==> config.mk <==
export PLATFORM = sky130hd
export DESIGN_NAME = data_cache
export DESIGN_NICKNAME = d
export VERILOG_FILES = /design/src/rtl/data_cache_pkg.sv /design/src/rtl/data_cache_load_store_align.sv /design/src/rtl/data_cache.sv
export SDC_FILE = /design/constraint.sdc
export NUM_CORES = 2
export LEC_CHECK = 0
export CAP_MARGIN = 5
export CORE_UTILIZATION = 35
export DETAILED_ROUTE_END_ITERATION = 7
export PLACE_DENSITY_LB_ADDON = 0.1
export SLEW_MARGIN = 10
export SYNTH_ARGS = -nofsm -noshare
export SYNTH_HDL_FRONTEND = slang
export SYNTH_SLANG_ARGS = --single-unit
==> constraint.sdc <==
create_clock -name CLK -period 8.7 [get_ports CLK]
set_input_delay 1.74 -clock CLK [delete_from_list [all_inputs] [get_ports CLK]]
set_output_delay 1.74 -clock CLK [all_outputs]
set_load 0.1 [all_outputs]
==> src/rtl/data_cache_pkg.sv <==
// Shared definitions for the direct-mapped write-back data cache:
// FSM encoding, FUNC3 access codes and geometry constants.
package data_cache_pkg;

  localparam int unsigned TAG_W   = 25;
  localparam int unsigned INDEX_W = 3;
  localparam int unsigned BLOCK_W = 128;
  localparam int unsigned LINES   = 8;

  typedef enum logic [1:0] {
    IDLE       = 2'd0,
    WRITE_BACK = 2'd1,
    MEM_READ   = 2'd2,
    UPDATE     = 2'd3
  } state_t;

  localparam logic [2:0] F3_B  = 3'b000;
  localparam logic [2:0] F3_H  = 3'b001;
  localparam logic [2:0] F3_W  = 3'b010;
  localparam logic [2:0] F3_BU = 3'b100;
  localparam logic [2:0] F3_HU = 3'b101;

endpackage

==> src/rtl/data_cache_load_store_align.sv <==
// Combinational load extraction (sign/zero extension) and store byte-lane
// merge for a single 32-bit cache word.
module load_store_align
  import data_cache_pkg::*;
(
  input  logic [2:0]  func3,
  input  logic [1:0]  byte_off,
  input  logic [31:0] word,
  input  logic [31:0] store_data,
  output logic [31:0] load_data,
  output logic [31:0] merged_word
);

  logic [7:0]  sel_byte;
  logic [15:0] sel_half;

  always_comb begin
    sel_byte = word[7:0];
    case (byte_off)
      2'd0: sel_byte = word[7:0];
      2'd1: sel_byte = word[15:8];
      2'd2: sel_byte = word[23:16];
      2'd3: sel_byte = word[31:24];
      default: sel_byte = word[7:0];
    endcase
    // Halfword accesses ignore address bit 0 (aligned down).
    sel_half = byte_off[1] ? word[31:16] : word[15:0];

    load_data = word;
    case (func3)
      F3_B:    load_data = {{24{sel_byte[7]}}, sel_byte};
      F3_H:    load_data = {{16{sel_half[15]}}, sel_half};
      F3_W:    load_data = word;
      F3_BU:   load_data = {24'd0, sel_byte};
      F3_HU:   load_data = {16'd0, sel_half};
      default: load_data = word;
    endcase
  end

  always_comb begin
    merged_word = word;
    case (func3)
      F3_B: begin
        case (byte_off)
          2'd0: merged_word[7:0]   = store_data[7:0];
          2'd1: merged_word[15:8]  = store_data[7:0];
          2'd2: merged_word[23:16] = store_data[7:0];
          2'd3: merged_word[31:24] = store_data[7:0];
          default: merged_word = word;
        endcase
      end
      F3_H: begin
        if (byte_off[1]) merged_word[31:16] = store_data[15:0];
        else             merged_word[15:0]  = store_data[15:0];
      end
      F3_W:    merged_word = store_data;
      default: merged_word = store_data;
    endcase
  end

endmodule

==> src/rtl/data_cache.sv <==
// Direct-mapped write-back data cache, 8 lines x 16 B, with a block
// handshake to main memory. Optional DCACHE_STATS_EN adds hit/miss counters.
module data_cache
  import data_cache_pkg::*;
(
  input  logic                 CLK,
  input  logic                 RESET,
  input  logic                 READ,
  input  logic                 WRITE,
  input  logic [31:0]          ADDRESS,
  input  logic [31:0]          WRITEDATA,
  input  logic [2:0]           FUNC3,
  output logic [31:0]          READDATA,
  output logic                 BUSYWAIT,
  output logic                 MAIN_MEM_READ,
  output logic                 MAIN_MEM_WRITE,
  output logic [27:0]          MAIN_MEM_ADDRESS,
  output logic [BLOCK_W-1:0]   MAIN_MEM_WRITEDATA,
  input  logic [BLOCK_W-1:0]   MAIN_MEM_READDATA,
  input  logic                 MAIN_MEM_BUSYWAIT
`ifdef DCACHE_STATS_EN
  ,
  output logic [31:0]          HIT_COUNT,
  output logic [31:0]          MISS_COUNT
`endif
);

  logic [TAG_W-1:0]   req_tag;
  logic [INDEX_W-1:0] index;
  logic [1:0]         word_off;
  logic [1:0]         byte_off;

  assign req_tag  = ADDRESS[31:7];
  assign index    = ADDRESS[6:4];
  assign word_off = ADDRESS[3:2];
  assign byte_off = ADDRESS[1:0];

  logic [LINES-1:0]   valid;
  logic [LINES-1:0]   dirty;
  logic [TAG_W-1:0]   tags   [LINES];
  logic [BLOCK_W-1:0] blocks [LINES];

  state_t state, next_state;

  logic               access, hit, busy, store_hit;
  logic [BLOCK_W-1:0] cur_block, new_block;
  logic [31:0]        cur_word, load_data, merged_word;

  assign access    = READ | WRITE;
  assign hit       = access && valid[index] && (tags[index] == req_tag);
  assign cur_block = blocks[index];
  assign store_hit = (state == IDLE) && hit && WRITE;

  always_comb begin
    cur_word  = cur_block[31:0];
    new_block = cur_block;
    case (word_off)
      2'd0: begin cur_word = cur_block[31:0];   new_block[31:0]   = merged_word; end
      2'd1: begin cur_word = cur_block[63:32];  new_block[63:32]  = merged_word; end
      2'd2: begin cur_word = cur_block[95:64];  new_block[95:64]  = merged_word; end
      2'd3: begin cur_word = cur_block[127:96]; new_block[127:96] = merged_word; end
      default: begin cur_word = cur_block[31:0]; new_block = cur_block; end
    endcase
  end

  load_store_align u_align (
    .func3       (FUNC3),
    .byte_off    (byte_off),
    .word        (cur_word),
    .store_data  (WRITEDATA),
    .load_data   (load_data),
    .merged_word (merged_word)
  );

  // Simultaneous READ and WRITE is a store, so the load path is suppressed.
  assign READDATA = (READ && !WRITE) ? load_data : '0;

  always_comb begin
    next_state = state;
    busy       = 1'b0;
    case (state)
      IDLE: begin
        if (access && !hit) begin
          busy       = 1'b1;
          next_state = (valid[index] && dirty[index]) ? WRITE_BACK : MEM_READ;
        end
      end
      WRITE_BACK: begin
        busy = 1'b1;
        if (!MAIN_MEM_BUSYWAIT) next_state = MEM_READ;
      end
      MEM_READ: begin
        busy = 1'b1;
        if (!MAIN_MEM_BUSYWAIT) next_state = UPDATE;
      end
      UPDATE: begin
        busy       = 1'b1;
        next_state = IDLE;
      end
      default: next_state = IDLE;
    endcase
  end

  assign BUSYWAIT = busy && !RESET;

  always_ff @(posedge CLK or posedge RESET) begin
    if (RESET) state <= IDLE;
    else       state <= next_state;
  end

  // Memory-side outputs are registered from next_state so they track the
  // state register exactly and cannot glitch with the request inputs.
  always_ff @(posedge CLK or posedge RESET) begin
    if (RESET) begin
      MAIN_MEM_READ      <= 1'b0;
      MAIN_MEM_WRITE     <= 1'b0;
      MAIN_MEM_ADDRESS   <= '0;
      MAIN_MEM_WRITEDATA <= '0;
    end else begin
      MAIN_MEM_READ  <= (next_state == MEM_READ);
      MAIN_MEM_WRITE <= (next_state == WRITE_BACK);
      if (state == IDLE && next_state == WRITE_BACK) begin
        MAIN_MEM_ADDRESS   <= {tags[index], index};
        MAIN_MEM_WRITEDATA <= cur_block;
      end else if (state != MEM_READ && next_state == MEM_READ) begin
        MAIN_MEM_ADDRESS <= {req_tag, index};
      end
    end
  end

  always_ff @(posedge CLK or posedge RESET) begin
    if (RESET) begin
      valid <= '0;
      dirty <= '0;
    end else if (state == UPDATE) begin
      valid[index] <= 1'b1;
      dirty[index] <= 1'b0;
    end else if (store_hit) begin
      dirty[index] <= 1'b1;
    end
  end

  always_ff @(posedge CLK) begin
    if (state == UPDATE) begin
      blocks[index] <= MAIN_MEM_READDATA;
      tags[index]   <= req_tag;
    end else if (store_hit) begin
      blocks[index] <= new_block;
    end
  end

`ifdef DCACHE_STATS_EN
  always_ff @(posedge CLK or posedge RESET) begin
    if (RESET) begin
      HIT_COUNT  <= '0;
      MISS_COUNT <= '0;
    end else begin
      if (state == IDLE && hit)
        HIT_COUNT <= HIT_COUNT + 32'd1;
      if (state == IDLE && next_state != IDLE)
        MISS_COUNT <= MISS_COUNT + 32'd1;
    end
  end
`endif

endmodule

## Word level (Yosys, flattened, before mapping)

Memories as Yosys holds them, arrays and structs flattened.
Cells that the tools add are included.

| storage, ports and cells | value |
|---|---|
| flip-flop bits (word level) | 176 |
| memory bits (writable) | 1224 |
| input bits | 200 |
| output and inout bits | 191 |
| logic and storage cells | 93 |
| memories kept | 2 |

| operators by class | value |
|---|---|
| $lt $le $gt $ge | 2 |
| eq/ne operators | 16 |
| multiplexer cells | 39 |
| bitwise operators | 6 |
| reduce and logical (&&, ||, !) cells | 21 |

Memory list:

| memory | depth | bits a word | read ports | clocked after Yosys merged registers in | write ports | RTL line | RTL |
|---|---|---|---|---|---|---|---|
| blocks | 8 | 128 | 1 | 0 | 1 | data_cache.sv:41 | `logic [BLOCK_W-1:0] blocks [LINES];` |
| tags | 8 | 25 | 1 | 0 | 1 | data_cache.sv:40 | `logic [TAG_W-1:0] tags [LINES];` |

Operator list:

| kind | count |
|---|---|
| $pmux 32 s4 | 2 |
| $mux 32 | 5 |
| $mux 128 | 1 |
| $pmux 32 s2 | 1 |
| $mux 28 | 2 |
| $mux 16 | 3 |
| $mux 8 | 6 |
| $pmux 8 s4 | 1 |
| $eq 25x25->1 | 1 |
| $or 8x8->8 | 2 |
| $eq 2x2->1 const B | 7 |
| $logic_and 1x1->1 | 11 |
| $mux 1 | 9 |
| $and 8x8->8 | 1 |
| $eq 2x1->1 const B | 4 |
| $mux 2 | 4 |
| $not 8->8 | 1 |
| $pmux 2 s4 | 1 |
| $bmux 1 s3 | 2 |
| $eq 3x3->1 const B | 2 |
| $logic_not 2->1 | 3 |
| $lt 3x4->1 const B | 1 |
| $reduce_bool 2->1 | 2 |
| $demux 1 s3 | 1 |
| 8 further kinds | 11 |

## Depth between registers and ports, before layout

| logic depth | value |
|---|---|
| word-level depth | 12 |
| mapped depth | 18 |
| depth with buffers taken out | 9 |

## Cells and area by module

A second synthesis with hierarchy kept.

| unflattened totals | value |
|---|---|
| cell total of the unflattened synthesis | 3572 |
| area total of the unflattened synthesis | 56322.8 um^2 |

Modules (own cells, without submodules):

| module | instances | cells an instance | area an instance (um^2) | seq. area each (um^2) |
|---|---|---|---|---|
| data_cache | 1 | 3351 | 55072.8 | 41159.5 |
| load_store_align | 1 | 221 | 1249.9 | 0.0 |

## Worst setup path before layout

OpenSTA, ideal clock, no wires.

| timing path | value |
|---|---|
| kind | input-to-reg |
| start point | input ADDRESS[4] |
| end point | memory blocks[5][0], enable pin |
| setup time | 0.658 ns |
| arrival time | 10.506 ns |
| slack | -2.464 ns |
| cell stages on the path | 12 |
| path buffers | 4 |
| path through | buf_4 > buf_4 > mux2i_1 > o22ai_1 > or3_1 > a211oi_1 > nand4_1 > nor4_4 > nand3_1 > clkbuf_1 > clkbuf_1 > a21oi_1 |

| on the way | value |
|---|---|
| word-level cells in the longest chain between the ends | 10 |

RTL lines:

| item | RTL line | RTL |
|---|---|---|
| start, declared | data_cache.sv:10 | `input logic [31:0] ADDRESS,` |
| branches (longest 10 deep; another with $mem_v2 8x25) | n/a |  |
| end, declared | data_cache.sv:41 |  |

Several ways; the timed one is not identified. The select of a mux whose other input is x is not followed.

## Final worst setup path

| timing path | value |
|---|---|
| start point | input ADDRESS[4] |
| end point | output READDATA[7] |

| on the way | value |
|---|---|
| word-level cells in the longest chain between the ends | 5 |

RTL lines:

| item | RTL line | RTL |
|---|---|---|
| $mem_v2 8x128 * | n/a |  |
| $pmux 32 s4 * | data_cache.sv:57 | `case (word_off)` |
| $pmux 8 s4 / $mux 16 (equally long branches) | data_cache_load_store_align.sv:19, data_cache_load_store_align.sv:27 |  |
| $pmux 32 s4 * | data_cache_load_store_align.sv:30 | `case (func3)` |
| $mux 32 * | data_cache.sv:76 | `assign READDATA = (READ && !WRITE) ? load_data : '0;` |
| end, declared | data_cache.sv:13 | `output logic [31:0] READDATA,` |

Every way passes the cells marked *; elsewhere a longest branch is shown, timed or not.

==> key figures <==
Timing
  – Final worst setup slack: 760 ps
  – Post-layout min period: 7940 ps
  – Tightest Pin Transition: 1330 ps
  – Worst Skew: 37.2 ps
  – Fmax achieved: 126 MHz
  – Setup repair after global routing missed its margin: no
  – WHS: 464 ps
  – # setup viols final: 0
  – Final hold viol count: 0
  – Slew HR: 11.2%
  – Final Cycle Share: 91.3%
  – Final Slew Violations: 0
  – Setup_tns: 0 ps

Logic synthesis
  – Syn_area_per_cell: 15.7 µm²
  – Post-Syn Instances: 3706
  – Synthesized flop and latch total: 1400
  – Asr flop ratio synth: 12.6%
  – Syn Nets: 3906
  – Sequential cell area fraction in the yosys report: 70.6%
  – EDFF count, synth: 1224
  – Synth unique cells: 77
  – Yosys warnings: 0
  – Mapped Area: 58300 µm²
  – Most used DFF post-synth: edfxtp_1

Min path
  – Hold path startpoint: valid[6]
  – Hold WC Path Type: register to register
  – Hold path endpoint: valid[6]
  – Hold Crit Depth: 1

Worst setup path
  – Reg-to-reg slack, setup: 3840 ps
  – Crit end category: output port
  – Worst EP required: 6960 ps
  – Setup crit start kind: primary input
  – Worst Setup Path Type: primary input to output port
  – CP max FO: 57
  – Reg-to-reg endpoint: blocks[5][127]
  – Launching point of the worst reg2reg path: tags[7][5]
  – Arrival time worst endpoint: 6200 ps
  – Reg2reg path depth: 11

Floorplanning
  – Initial core utilization: 35.3%
  – Core area: 165000 µm²
  – Die width: 410 µm
  – Die Area: 168000 µm²
  – Io pins: 391
  – Rows: 149
  – Die H: 410 µm

Routing
  – Routed Antenna Nets: 0
  – DR vias: 38000
  – Post-DR vias/cell: 5.85
  – DR WL/cell: 35.3 µm
  – Initial drt markers: 4648
  – DR DRC count: 24
  – TritonRoute pass-1 iters: 8
  – WL final: 229 mm

Final layout
  – Share of cells above drive strength 1: 19.9%
  – Finished Layout Cells: 6499
  – # nets final: 4380
  – Design area: 71400 µm²
  – Antenna Cells: 0
  – Area delta synth->final: 22.3%
  – Core Util, Final: 43.2%

Power
  – Maximum vdd ir drop: 0.227 mV
  – Pwr per Cell Area: 240 nW/µm²
  – Tot Pwr: 17.1 mW
  – LEAKAGE: 24.8 nW

Clock tree
  – CTS clock-pin slew for the worst setup and hold paths: 50 ps
  – Post-CTS sizing: 0
  – CTS sink count: 1400
  – CTS Buf Count: 157
  – CTS tree: built
  – Clock Latency Late Sink: 800 ps
  – Root Buffer: clkbuf_16
  – Clock tree buffer depth: 3
  – H-tree Lvls: 4
  – Cts hold-fix bufs: 0
  – Setup Buffers After CTS: 0

Place
  – Placed cell count: 6209
  – PortBufs: 390
  – GPL Wtd Cong: 0.892
  – DP Area: 66200 µm²
  – Setup WS pre-CTS: 972 ps
  – Post-DP HPWL: 149 mm

Outcome
  – Status: finished, violations left
  – Failing checks: design-rule violations

GRT
  – GRT Total Usage: 27.0%
  – First-pass GRT wire length: 314 mm
  – Vias in the first global route: 37200
  – Largest net degree at the start of global routing: 125
  – GRT overflow: 0
  – Initial antenna violation count: 16

Flow run
  – Max-Cap Viols: 0
cells in the mapped netlist, types with 10 or more instances:
library cell	count	area share [%]
buf_4	30	0.39
nand2b_1	13	0.14
o21a_1	10	0.13
a221oi_1	79	1.2
o22a_1	16	0.24
clkbuf_1	128	0.82
or2_2	15	0.16
o221ai_1	30	0.45
mux4_2	110	4.2
a222oi_1	13	0.22
a21o_1	75	0.97
o21ai_0	119	1.0
nand3_1	20	0.17
mux2_2	203	3.9
nor3_1	24	0.21
edfxtp_1	1224	63
o221a_2	13	0.25
o22ai_1	52	0.56
and2_1	13	0.14
nand2_1	168	1.1
dfrtp_1	176	7.6
mux2_1	10	0.19
a221o_1	31	0.53
a211oi_1	80	1.0
and3_1	14	0.15
a21oi_1	167	1.4
a22oi_1	120	1.5
mux2i_1	166	2.8
nand4_1	13	0.14
nor2b_1	15	0.16
buf_2	78	0.67
buf_1	24	0.15
nor2_1	257	1.7
a22o_1	20	0.30
inv_1	40	0.26
buf_6	10	0.19
worst max-delay path: stages:
cell      delay [ps]
buf_8            400
and3b_2          830
a22oi_1          200
o221a_2          180
a221oi_1         650
nor2_1           100
nor2_1           550
nor3_1           110
a211oi_1         850
buf_4            260
buf_12           170
cells in the final DEF (no fill, tap or decap), drive strengths merged, types with 14 or more instances in the layout:
master	synthesis	routed
nand2	168	168
o22a	16	16
edfxtp	1224	1224
mux4	110	110
a211oi	80	80
mux2	216	216
dfrtp	176	176
clkbuf	128	214
bufinv	0	19
nor2	258	258
o21ai	124	124
a221o	31	31
mux2i	166	166
buf	142	234
or2	17	17
a21oi	167	167
nor2b	15	15
and2	14	14
inv	41	48
nand3	20	20
o221ai	30	30
clkdlybuf4s50	0	350
a22o	20	20
o22ai	53	53
a22oi	120	120
nor3	25	25
a221oi	79	79
and3	14	14
a21o	75	75
clkinv	1	47
flip-flops by register name, indices dropped and copies added, names as in the netlist, named ones only:
signal / cells
MAIN_MEM_ADDRESS: 28
MAIN_MEM_WRITE: 1
valid: 8
blocks: 1024
MAIN_MEM_READ: 1
state: 2
MAIN_MEM_WRITEDATA: 128
tags: 200
cell type report:
| type | instances | area [µm²] |
|---|---|---|
| timing repair buffer | 585 | 6170 |
| tap | 2189 | 2740 |
| clock inverter | 76 | 895 |
| fill | 14900 | 93800 |
| clock buffer | 213 | 4300 |
| inverter | 42 | 168 |
| multi-input combinational | 1994 | 15900 |
| sequential | 1400 | 41200 |
kinds of logic (layout without fill, tap and decap cells):
logic type	Yosys count	count (layout)	synth area share, %
flops	1400	1400	70.6
simple gates	590	590	4.55
compound gates	900	900	10.9
buf+inv	312	916	2.50
mux	492	492	11.3
xor+xnor	12	12	0.180
power breakdown:
part | internal, mW | total [mW] | switching, mW
clock | 4.03 | 6.78 | 2.76
combinational | 0.727 | 2.59 | 1.86
sequential | 7.67 | 7.77 | 0.101
total | 12.4 | 17.1 | 4.72
worst max-delay path by stage:
stage | start | to | slack [ps] | cells past startpoint
3_3_place_gp | ADDRESS[4] | READDATA[7] | 950 | 11
3_5_place_dp | ADDRESS[4] | READDATA[25] | 970 | 13
4_1_cts | ADDRESS[4] | READDATA[7] | 960 | 11
6_report | ADDRESS[4] | READDATA[7] | 760 | 11
5_1_grt | ADDRESS[4] | READDATA[7] | 790 | 11
2_1_floorplan | ADDRESS[4] | blocks[5][0] | -2460 | 12
metal layers:
metal  global-route usage, %  wire (µm)  part of all wire [%]
met5                   0.805        217                 0.095
met3                    6.83      20800                   9.1
met1                    37.4      97300                    42
met4                    8.11       6850                   3.0
met2                    41.5     104000                    45
Power figures use the tool's default switching activity.
